`src/rtl/vending_pkg.sv`:
```
// Shared types for the vending controller: FSM state encoding and coin decoding.
package vending_pkg;

   typedef enum logic [1:0] {
      IDLE   = 2'd0,
      CREDIT = 2'd1,
      VEND   = 2'd2,
      CHANGE = 2'd3
   } state_t;

   localparam logic [1:0] COIN_5   = 2'd0;
   localparam logic [1:0] COIN_10  = 2'd1;
   localparam logic [1:0] COIN_20  = 2'd2;
   localparam logic [1:0] COIN_BAD = 2'd3;

   localparam int COIN_VAL_W = 5;

   // Face value of a coin code; the invalid code is worth nothing.
   function automatic logic [COIN_VAL_W-1:0] coin_value(input logic [1:0] code);
      case (code)
         COIN_5:  return COIN_VAL_W'(5);
         COIN_10: return COIN_VAL_W'(10);
         COIN_20: return COIN_VAL_W'(20);
         default: return '0;
      endcase
   endfunction

endpackage

```
`src/rtl/vend_price_lut.sv`:
```
// Combinational price table: maps a product index to (index+1)*PRICE_STEP and
// flags indices beyond NUM_PRODUCTS. All prices are fixed at elaboration.
module vend_price_lut #(
   parameter int NUM_PRODUCTS = 4,
   parameter int PRICE_STEP   = 5,
   parameter int CREDIT_W     = 6,
   localparam int SEL_W       = $clog2(NUM_PRODUCTS),
   localparam int PRICE_W     = CREDIT_W + 1
) (
   input  logic [SEL_W-1:0]   sel,
   output logic [PRICE_W-1:0] price,
   output logic               in_range
);

   localparam int TAB_N     = 2 ** SEL_W;
   localparam int PRICE_MAX = 2 ** PRICE_W - 1;

   logic [PRICE_W-1:0] price_tab [TAB_N];

   // A price too large for the datapath saturates; it still exceeds any credit.
   for (genvar k = 0; k < TAB_N; k++) begin : g_price
      localparam int P = (k + 1) * PRICE_STEP;
      assign price_tab[k] = (P > PRICE_MAX) ? PRICE_W'(PRICE_MAX) : PRICE_W'(P);
   end

   assign price    = price_tab[sel];
   assign in_range = (32'(sel) < NUM_PRODUCTS);

endmodule

```
`src/rtl/vending_fsm_param.sv`:
```
// Parametrised vending controller: coin credit, selection, dispense pulse and
// change handshake. Define VEND_STATS_EN to add vend/refund statistics counters.
module vending_fsm_param
   import vending_pkg::*;
#(
   parameter int NUM_PRODUCTS = 4,
   parameter int PRICE_STEP   = 5,
   parameter int CREDIT_W     = 6,
   parameter int MAX_CREDIT   = 40,
   localparam int SEL_W       = $clog2(NUM_PRODUCTS)
) (
   input  logic                clk,
   input  logic                rst_n,
   input  logic                coin_valid,
   input  logic [1:0]          coin_code,
   input  logic                sel_valid,
   input  logic [SEL_W-1:0]    sel,
   input  logic                cancel,
   input  logic                change_ack,
   output logic [CREDIT_W-1:0] credit,
   output logic                coin_reject,
   output logic                sel_short,
   output logic                dispense,
   output logic [SEL_W-1:0]    dispense_id,
   output logic                change_valid,
   output logic [CREDIT_W-1:0] change_amt
`ifdef VEND_STATS_EN
   ,
   output logic [15:0]         vend_count,
   output logic [15:0]         refund_count
`endif
);

   localparam int SUM_W = CREDIT_W + 1;

   if (NUM_PRODUCTS < 2 || NUM_PRODUCTS > 16) begin : g_bad_num_products
      $error("vending_fsm_param: NUM_PRODUCTS must be within 2..16");
   end
   if (MAX_CREDIT < 1 || MAX_CREDIT >= 2 ** CREDIT_W) begin : g_bad_max_credit
      $error("vending_fsm_param: MAX_CREDIT must fit in CREDIT_W bits");
   end

   state_t           state;
   logic [SUM_W-1:0] price;
   logic             sel_in_range;
   logic [SUM_W-1:0] coin_val;
   logic [SUM_W-1:0] coin_sum;
   logic             coin_ok;
   logic             sel_ok;

   vend_price_lut #(
      .NUM_PRODUCTS (NUM_PRODUCTS),
      .PRICE_STEP   (PRICE_STEP),
      .CREDIT_W     (CREDIT_W)
   ) u_price_lut (
      .sel      (sel),
      .price    (price),
      .in_range (sel_in_range)
   );

   // NOTE: every always_comb output is assigned on every path (here unconditionally),
   // otherwise synthesis infers a latch to hold the old value.
   always_comb begin
      coin_val = SUM_W'(coin_value(coin_code));
      coin_sum = {1'b0, credit} + coin_val;
      coin_ok  = (coin_code != COIN_BAD) && (coin_sum <= SUM_W'(MAX_CREDIT));
      sel_ok   = sel_in_range && ({1'b0, credit} >= price);
   end

   // NOTE: sequential state uses non-blocking assignments so every register
   // samples the pre-edge values, independent of statement order.
   always_ff @(posedge clk or negedge rst_n) begin
      if (!rst_n) begin
         state        <= IDLE;
         credit       <= '0;
         coin_reject  <= 1'b0;
         sel_short    <= 1'b0;
         dispense     <= 1'b0;
         dispense_id  <= '0;
         change_valid <= 1'b0;
         change_amt   <= '0;
      end else begin
         coin_reject <= 1'b0;
         sel_short   <= 1'b0;
         dispense    <= 1'b0;
         dispense_id <= '0;

         case (state)
            IDLE: begin
               if (sel_valid) sel_short <= 1'b1;
               if (coin_valid) begin
                  if (coin_ok) begin
                     credit <= coin_sum[CREDIT_W-1:0];
                     state  <= CREDIT;
                  end else begin
                     coin_reject <= 1'b1;
                  end
               end
            end

            // Strobe priority here is cancel > sel_valid > coin_valid.
            CREDIT: begin
               if (cancel) begin
                  coin_reject  <= coin_valid;
                  change_valid <= 1'b1;
                  change_amt   <= credit;
                  state        <= CHANGE;
               end else if (sel_valid) begin
                  coin_reject <= coin_valid;
                  if (sel_ok) begin
                     dispense    <= 1'b1;
                     dispense_id <= sel;
                     credit      <= credit - price[CREDIT_W-1:0];
                     state       <= VEND;
                  end else begin
                     sel_short <= 1'b1;
                  end
               end else if (coin_valid) begin
                  if (coin_ok) credit <= coin_sum[CREDIT_W-1:0];
                  else         coin_reject <= 1'b1;
               end
            end

            VEND: begin
               coin_reject <= coin_valid;
               if (credit != '0) begin
                  change_valid <= 1'b1;
                  change_amt   <= credit;
                  state        <= CHANGE;
               end else begin
                  state <= IDLE;
               end
            end

            CHANGE: begin
               coin_reject <= coin_valid;
               if (change_ack) begin
                  credit       <= '0;
                  change_valid <= 1'b0;
                  change_amt   <= '0;
                  state        <= IDLE;
               end
            end

            default: state <= IDLE;
         endcase
      end
   end

`ifdef VEND_STATS_EN
   logic vend_fire;
   logic refund_fire;

   assign refund_fire = (state == CREDIT) && cancel;
   assign vend_fire   = (state == CREDIT) && !cancel && sel_valid && sel_ok;

   always_ff @(posedge clk or negedge rst_n) begin
      if (!rst_n) begin
         vend_count   <= '0;
         refund_count <= '0;
      end else begin
         if (vend_fire && (vend_count != '1))     vend_count   <= vend_count + 16'd1;
         if (refund_fire && (refund_count != '1)) refund_count <= refund_count + 16'd1;
      end
   end
`endif

endmodule

```
`config.mk`:
```
export PLATFORM = sky130hd
export DESIGN_NAME = vending_fsm_param
export DESIGN_NICKNAME = d
export VERILOG_FILES = /design/src/rtl/vending_pkg.sv /design/src/rtl/vend_price_lut.sv /design/src/rtl/vending_fsm_param.sv
export SDC_FILE = /design/constraint.sdc
export NUM_CORES = 1
export LEC_CHECK = 0
export BUFFER_PORTS_ARGS = -buffer_cell sky130_fd_sc_hd__buf_2
export CAP_MARGIN = 20
export CORE_MARGIN = 5
export CORE_UTILIZATION = 60
export CTS_CLUSTER_SIZE = 28
export DETAILED_ROUTE_END_ITERATION = 10
export MAX_ROUTING_LAYER = met4
export PLACE_DENSITY = 0.84
export SLEW_MARGIN = 20
export SYNTH_ARGS = -nofsm -noshare
export SYNTH_HDL_FRONTEND = slang
export SYNTH_SLANG_ARGS = --single-unit
```
`constraint.sdc`:
```
create_clock -name clk -period 5.9 [get_ports clk]
set_input_delay 0.295 -clock clk [delete_from_list [all_inputs] [get_ports clk]]
set_output_delay 0.295 -clock clk [all_outputs]
set_load 0.02 [all_outputs]
```
# --- After elaboration in Yosys (flattened, before gate mapping) ---
# Index checks and enable logic that the tools add are counted.
totals:
  reg_bits: 20
  inputBits: 10
  elab_cells: 83
op_classes:
  addsub: 2
  n_lt_le_gt_ge: 3
  eq_ne: 15
  muxes: 44
  bitwise: 1
  reduce_logical: 10
ops:
  columns: ["op", "n"]
  rows:
  - ["two-way mux 6 bit", 8]
  - ["case mux 6 bit (3 select lines)", 2]
  - ["two-way mux 2 bit", 11]
  - ["two-way mux 1 bit", 15]
  - ["case mux 5 bit (3 select lines)", 1]
  - ["binary-select mux 7 bit (select 2 bit)", 1]
  - ["two-way mux 7 bit", 2]
  - ["inequality test 2 bit (second input constant)", 7]
  - ["inequality test 3 bit (second input constant)", 3]
  - ["case mux 2 bit (4 select lines)", 1]
  - ["AND reduction 4 bit", 2]
  - ["adder 6 x 5 -> 7 bit", 1]
  - [">= comparator 6 x 7 -> 1 bit", 1]
  - ["less-or-equal comparator 7 x 6 -> 1 bit (second input constant)", 1]
  - ["== test 2 bit (second input constant)", 3]
  - ["case mux 1 bit (3 select lines)", 2]
  - ["nonzero test 3 bit", 2]
  - ["nonzero test 6 bit", 1]
  - ["subtractor 6 bit", 1]
  - ["AND reduction 5 bit", 1]
  - ["== test 2 x 1 -> 1 bit (second input constant)", 2]
  - ["zero test 2 bit", 2]
  - [">= comparator 3 bit (second input constant)", 1]
  - ["inverter 2 -> 3 bit", 1]
  - ["3 further kinds", 3]

# --- Depth between registers and ports, before layout ---
depth:
  depth_word: 10
  depth_mapped: 11
  depth_no_buf: 11

# --- Modules after synthesis ---
# Synthesis repeated with hierarchy kept, for this count alone.
hier_totals:
  hier_cells: 185
  hier_area_um2: 1671.6
modules_own_cells:
  columns: ["mod", "instances", "cells_each", "area_each_um2", "seq_area_each_um2"]
  rows:
  - ["vending_fsm_param", 1, 171, 1566.5, 500.5]
  - ["vend_price_lut", 1, 14, 105.1, 0.0]

# --- Worst setup path after synthesis ---
# No wires, ideal clock.
synth_timing:
  path_kind: "flip-flop to flip-flop"
  startpoint: "reg credit[0]"
  endpoint: "reg credit[4]"
  setup_time_ns: 0.124
  t_arrival_ns: 2.346
  required_time_ns: 5.776
  setup_slack_ns: 3.430
  stages_incl_launch_ff: 11
  synth_period_minus_slack_ns: 2.470
  path_cell_list: "dfrtp_1 -> ha_1 -> inv_1 -> fa_1 -> nand2b_1 -> a211oi_2 -> a21oi_1 -> and2_1 -> buf_2 -> and2_1 -> a211o_1"
synth_between:
  elab_chain_len: 8
  elab_cells_between_ends: 13
synth_rtl:
  columns: ["element", "line_no", "rtl"]
  rows:
  - ["start: declaration", "vending_fsm_param.sv:20", "output logic [CREDIT_W-1:0] credit,"]
  - ["start signal: assignment", "vending_fsm_param.sv:93", "credit <= coin_sum[CREDIT_W-1:0];"]
  - ["start signal: assignment", "vending_fsm_param.sv:113", "credit <= credit - price[CREDIT_W-1:0];"]
  - ["start signal: assignment", "vending_fsm_param.sv:119", "if (coin_ok) credit <= coin_sum[CREDIT_W-1:0];"]
  - ["adder 6 x 5 -> 7 bit", "vending_fsm_param.sv:65", "coin_sum = {1'b0, credit} + coin_val;"]
  - ["less-or-equal comparator 7 x 6 -> 1 bit", "vending_fsm_param.sv:66", "coin_ok = (coin_code != COIN_BAD) && (coin_sum <= SUM_W'(MAX_CREDIT));"]
  - ["logical AND 1 bit", "vending_fsm_param.sv:66", null]
  - ["two-way mux 6 bit", "vending_fsm_param.sv:92, vending_fsm_param.sv:119", null]
  - ["two-way mux 6 bit", "vending_fsm_param.sv:118", "end else if (coin_valid) begin"]
  - ["two-way mux 6 bit", "vending_fsm_param.sv:108", "end else if (sel_valid) begin"]
  - ["two-way mux 6 bit", "vending_fsm_param.sv:103", "if (cancel) begin"]
  - ["case mux 6 bit (3 select lines)", "vending_fsm_param.sv:88", "case (state)"]
# Parallel ways exist; a longest one is shown, timed or not. The select of a mux whose other input is x is not followed.
# A chain may end at the register's enable or synchronous reset.

# --- Worst setup path after layout ---
layout_timing:
  startpoint: "reg credit[0]"
  endpoint: "reg credit[3]"
# The elaborated chain is that of the path after synthesis.

==> results.sh <==
export IMPL_status="finished clean"
export IMPL_worst_pin_slew_ns=0.583
export IMPL_num_io_pins=28
export IMPL_dieHeight_um=63.3
export IMPL_p_per_area_nw_per_um2=605
export IMPL_p_sw_uw=586
export IMPL_cts_setup_buffers=0
export IMPL_cp_arrival_ns=2.94
export IMPL_clk_latency_ns=0.30
export IMPL_p_leak_uw=0.000920
export IMPL_path_cells="ha_1 > inv_1 > fa_1 > nand2b_1 > a21oi_1 > xnor2_1 > o221ai_2 > and2_1 > o211ai_1"
export IMPL_setup_worst_path_end_class="register"
export IMPL_min_to="coin_reject"
export IMPL_yosysTopAreaCell="dfrtp_1"
export IMPL_wl_per_cell_um=18.0
export IMPL_slew_headroom_pct=61.1
export IMPL_yosys_register_bits=20
export IMPL_grt_setup_unrepaired="false"
export IMPL_vias_per_cell=6.67
export IMPL_grt_pass1_vias=1592
export IMPL_intPower_uw=564
export IMPL_layout_drive_gt1_share_pct=19.9
export IMPL_reg2reg_slack_ns=3.14
export IMPL_cts_resized=0
export IMPL_ys_types=51
export IMPL_vdd_drop_max_mv=0.435
export IMPL_yosysTopAreaCellShare_pct=29.4
export IMPL_setup_violations=0
export IMPL_die_w_um=63.3
export IMPL_cts_tree="yes"
export IMPL_seq_area_frac_synth_pct=29.4
export IMPL_r2r_end="credit[3]"
export IMPL_drtAntennaViolNets=0
export IMPL_worstPathRequired_ns=6.08
export IMPL_drtIter0Drc=117
export IMPL_holdPathStages=2
export IMPL_rows=19
export IMPL_synthesis_nets=221
export IMPL_gp_congestion=0.961
export IMPL_max_stage_delay_ns=0.48
export IMPL_path_class="reg2reg"
export IMPL_gr_total_overflow=0
export IMPL_nets=248
export IMPL_p_clk_share_pct=9.8
export IMPL_seq_power_share_pct=25.9
export IMPL_dieArea_um2=4010
export IMPL_firstDrtPassIters=4
export IMPL_clock_path_buffers=2
export IMPL_core_area_um2=2730
export IMPL_start_util_pct=62.3
export IMPL_htree_levels=1
export IMPL_num_vias=1681
export IMPL_cpMaxStageDelayCell="dfrtp_1"
export IMPL_cts_made_buffers=3
export IMPL_syn_area_per_cell_um2=8.74
export IMPL_ctsRootBufferMaster="clkbuf_4"
export IMPL_reg2reg_depth=9
export IMPL_min_from="coin_valid"
export IMPL_drc=0
export IMPL_post_route_util_pct=69.6
export IMPL_grt_antenna_before_repair=0
export IMPL_drt_total_wl_mm=4.55
export IMPL_cts_hold_buf=1
export IMPL_start_kind="register"
export IMPL_reg2reg_from="credit[0]"
export IMPL_syn_to_final_growth_pct=11.6
export IMPL_clkTransAtPathRegs_ns=0.12
export IMPL_dp_cells=247
export IMPL_comb_power_share_pct=64.3
export IMPL_final_area_um2=1900
export IMPL_grt_usage_pct=24.2
export IMPL_crit_buf_inv=1
export IMPL_final_hold_viol_count=0
export IMPL_finalCritPeriodShare_pct=46.8
export IMPL_synth_cells=195
export IMPL_numClockSinks=20
export IMPL_cp_top_family="compound AO/OA/AOI/OAI gates"
export IMPL_finClkSkew_ns=0.00135
export IMPL_drv_cap=0
export IMPL_hpwl_mm=3.41
export IMPL_post_dp_cell_area_um2=1840
export IMPL_yosysWarnings=0
export IMPL_hold_path_class="in2reg"
export IMPL_timing_fmax_ghz=0.362
export IMPL_grt_pass1_wl_mm=7.67
export IMPL_insertedDiodeCount=0
export IMPL_fin_crit_ns=2.76
export IMPL_yosys_top_cells_area="dfrtp_1, ha_1, a21oi_1"
export IMPL_syn_area_um2=1700
export IMPL_stdcell_count=252
export IMPL_worst_path_max_fanout=11
export IMPL_switching_share_pct=51.0
export IMPL_slew_viol_final=0
export IMPL_port_buffers=27
export IMPL_setup_tns_final_ns=0
export IMPL_grt_max_degree=21
[cell usage in the layout, fill, tap and decap left out, types with 5 or more instances in the layout]
cell type,instances
buf_2,27
dfrtp_1,20
inv_1,17
ha_1,14
nor2_1,13
a21oi_1,13
nand2_1,10
o21ai_0,9
a22o_1,7
a21o_1,6
nor3_1,6
nand2b_1,5
and2_1,5
a31oi_1,5
[synth_stat cells (all sizes together)]
library cell and number:
dfrtp 20, inv 17, ha 14, a21oi 13
nor2 13, nand2 11, o21ai 11, a22o 7
a21o 6, buf 6, nor3 6, a31oi 5
and2 5, nand2b 5, nand4 4, o211ai 4
or2 4, xnor2 4, a211oi 3, a21boi 3
nor2b 3, o21a 3, a2111oi 2, a211o 2
a22oi 2, and3 2, fa 2, nand3 2
nor4 2, o21bai 2, o31ai 2, a221oi 1
and4 1, mux2 1, nand3b 1, o221ai 1
o311a 1, o41ai 1, or3 1, or3b 1
xor2 1
[registers in the layout, indices dropped and copies added, names as in the netlist]
signal,flops
dispense,1
change_amt,6
credit,6
coin_reject,1
change_valid,1
dispense_id,2
state,2
sel_short,1
[power groups by stage]
stage | registers (uW) | clock network, uW | logic [uW]
finish | 298 | 113 | 739
global route | 311 | 121 | 808
CTS | 297 | 114 | 727
detailed placement | 300 | 0 | 721
global placement | 298 | 0 | 711
floorplan | 303 | 0 | 545
[layer usage]
metal	share of wire [%]	wire, um	global-route usage, %
met1	44	2020	32.6
met2	46	2090	36.8
met3	7.3	333	2.31
met4	2.3	103	11.2
met5	0	0	-
[per-stage QoR]
stage                     hold WS, ns  power [uW]  worst slack [ns]
final                           0.243        1150              3.14
after CTS                       0.232        1140              3.19
after floorplan             -0.000591         847              3.43
after global routing            0.231        1240              2.99
after detailed placement        0.268        1020              3.15
after global placement          0.254        1010              3.25
[how the worst max path moves through the flow]
stage	start	end	slack [ns]	cells past startpoint
after floorplan	credit[0]	credit[4]	3.43	10
after global placement	sel[0]	credit[0]	3.25	11
after detailed placement	coin_code[1]	credit[3]	3.15	11
after CTS	credit[0]	credit[3]	3.19	9
after global routing	credit[1]	credit[3]	2.99	8
final	credit[0]	credit[3]	3.14	9
[cell families after synthesis]
family	count (synthesis)	share of synthesized area, %
simple gates	61	19.1
buf+inv	23	6.02
fa+ha+maj	16	12.6
xor+xnor	5	2.57
mux	1	0.661
compound gates	69	29.7
flops	20	29.4
[final cells by class]
| class | instances | area (um2) |
|---|---|---|
| Multi-Input combinational cell | 152 | 1100 |
| Fill cell | 209 | 832 |
| Sequential cell | 20 | 500 |
| Timing Repair Buffer | 28 | 145 |
| Inverter | 17 | 63.8 |
| Tap cell | 31 | 38.8 |
| Clock inverter | 1 | 30.0 |
| Clock buffer | 3 | 22.5 |
No activity file was read; power rests on OpenSTA's default activity.
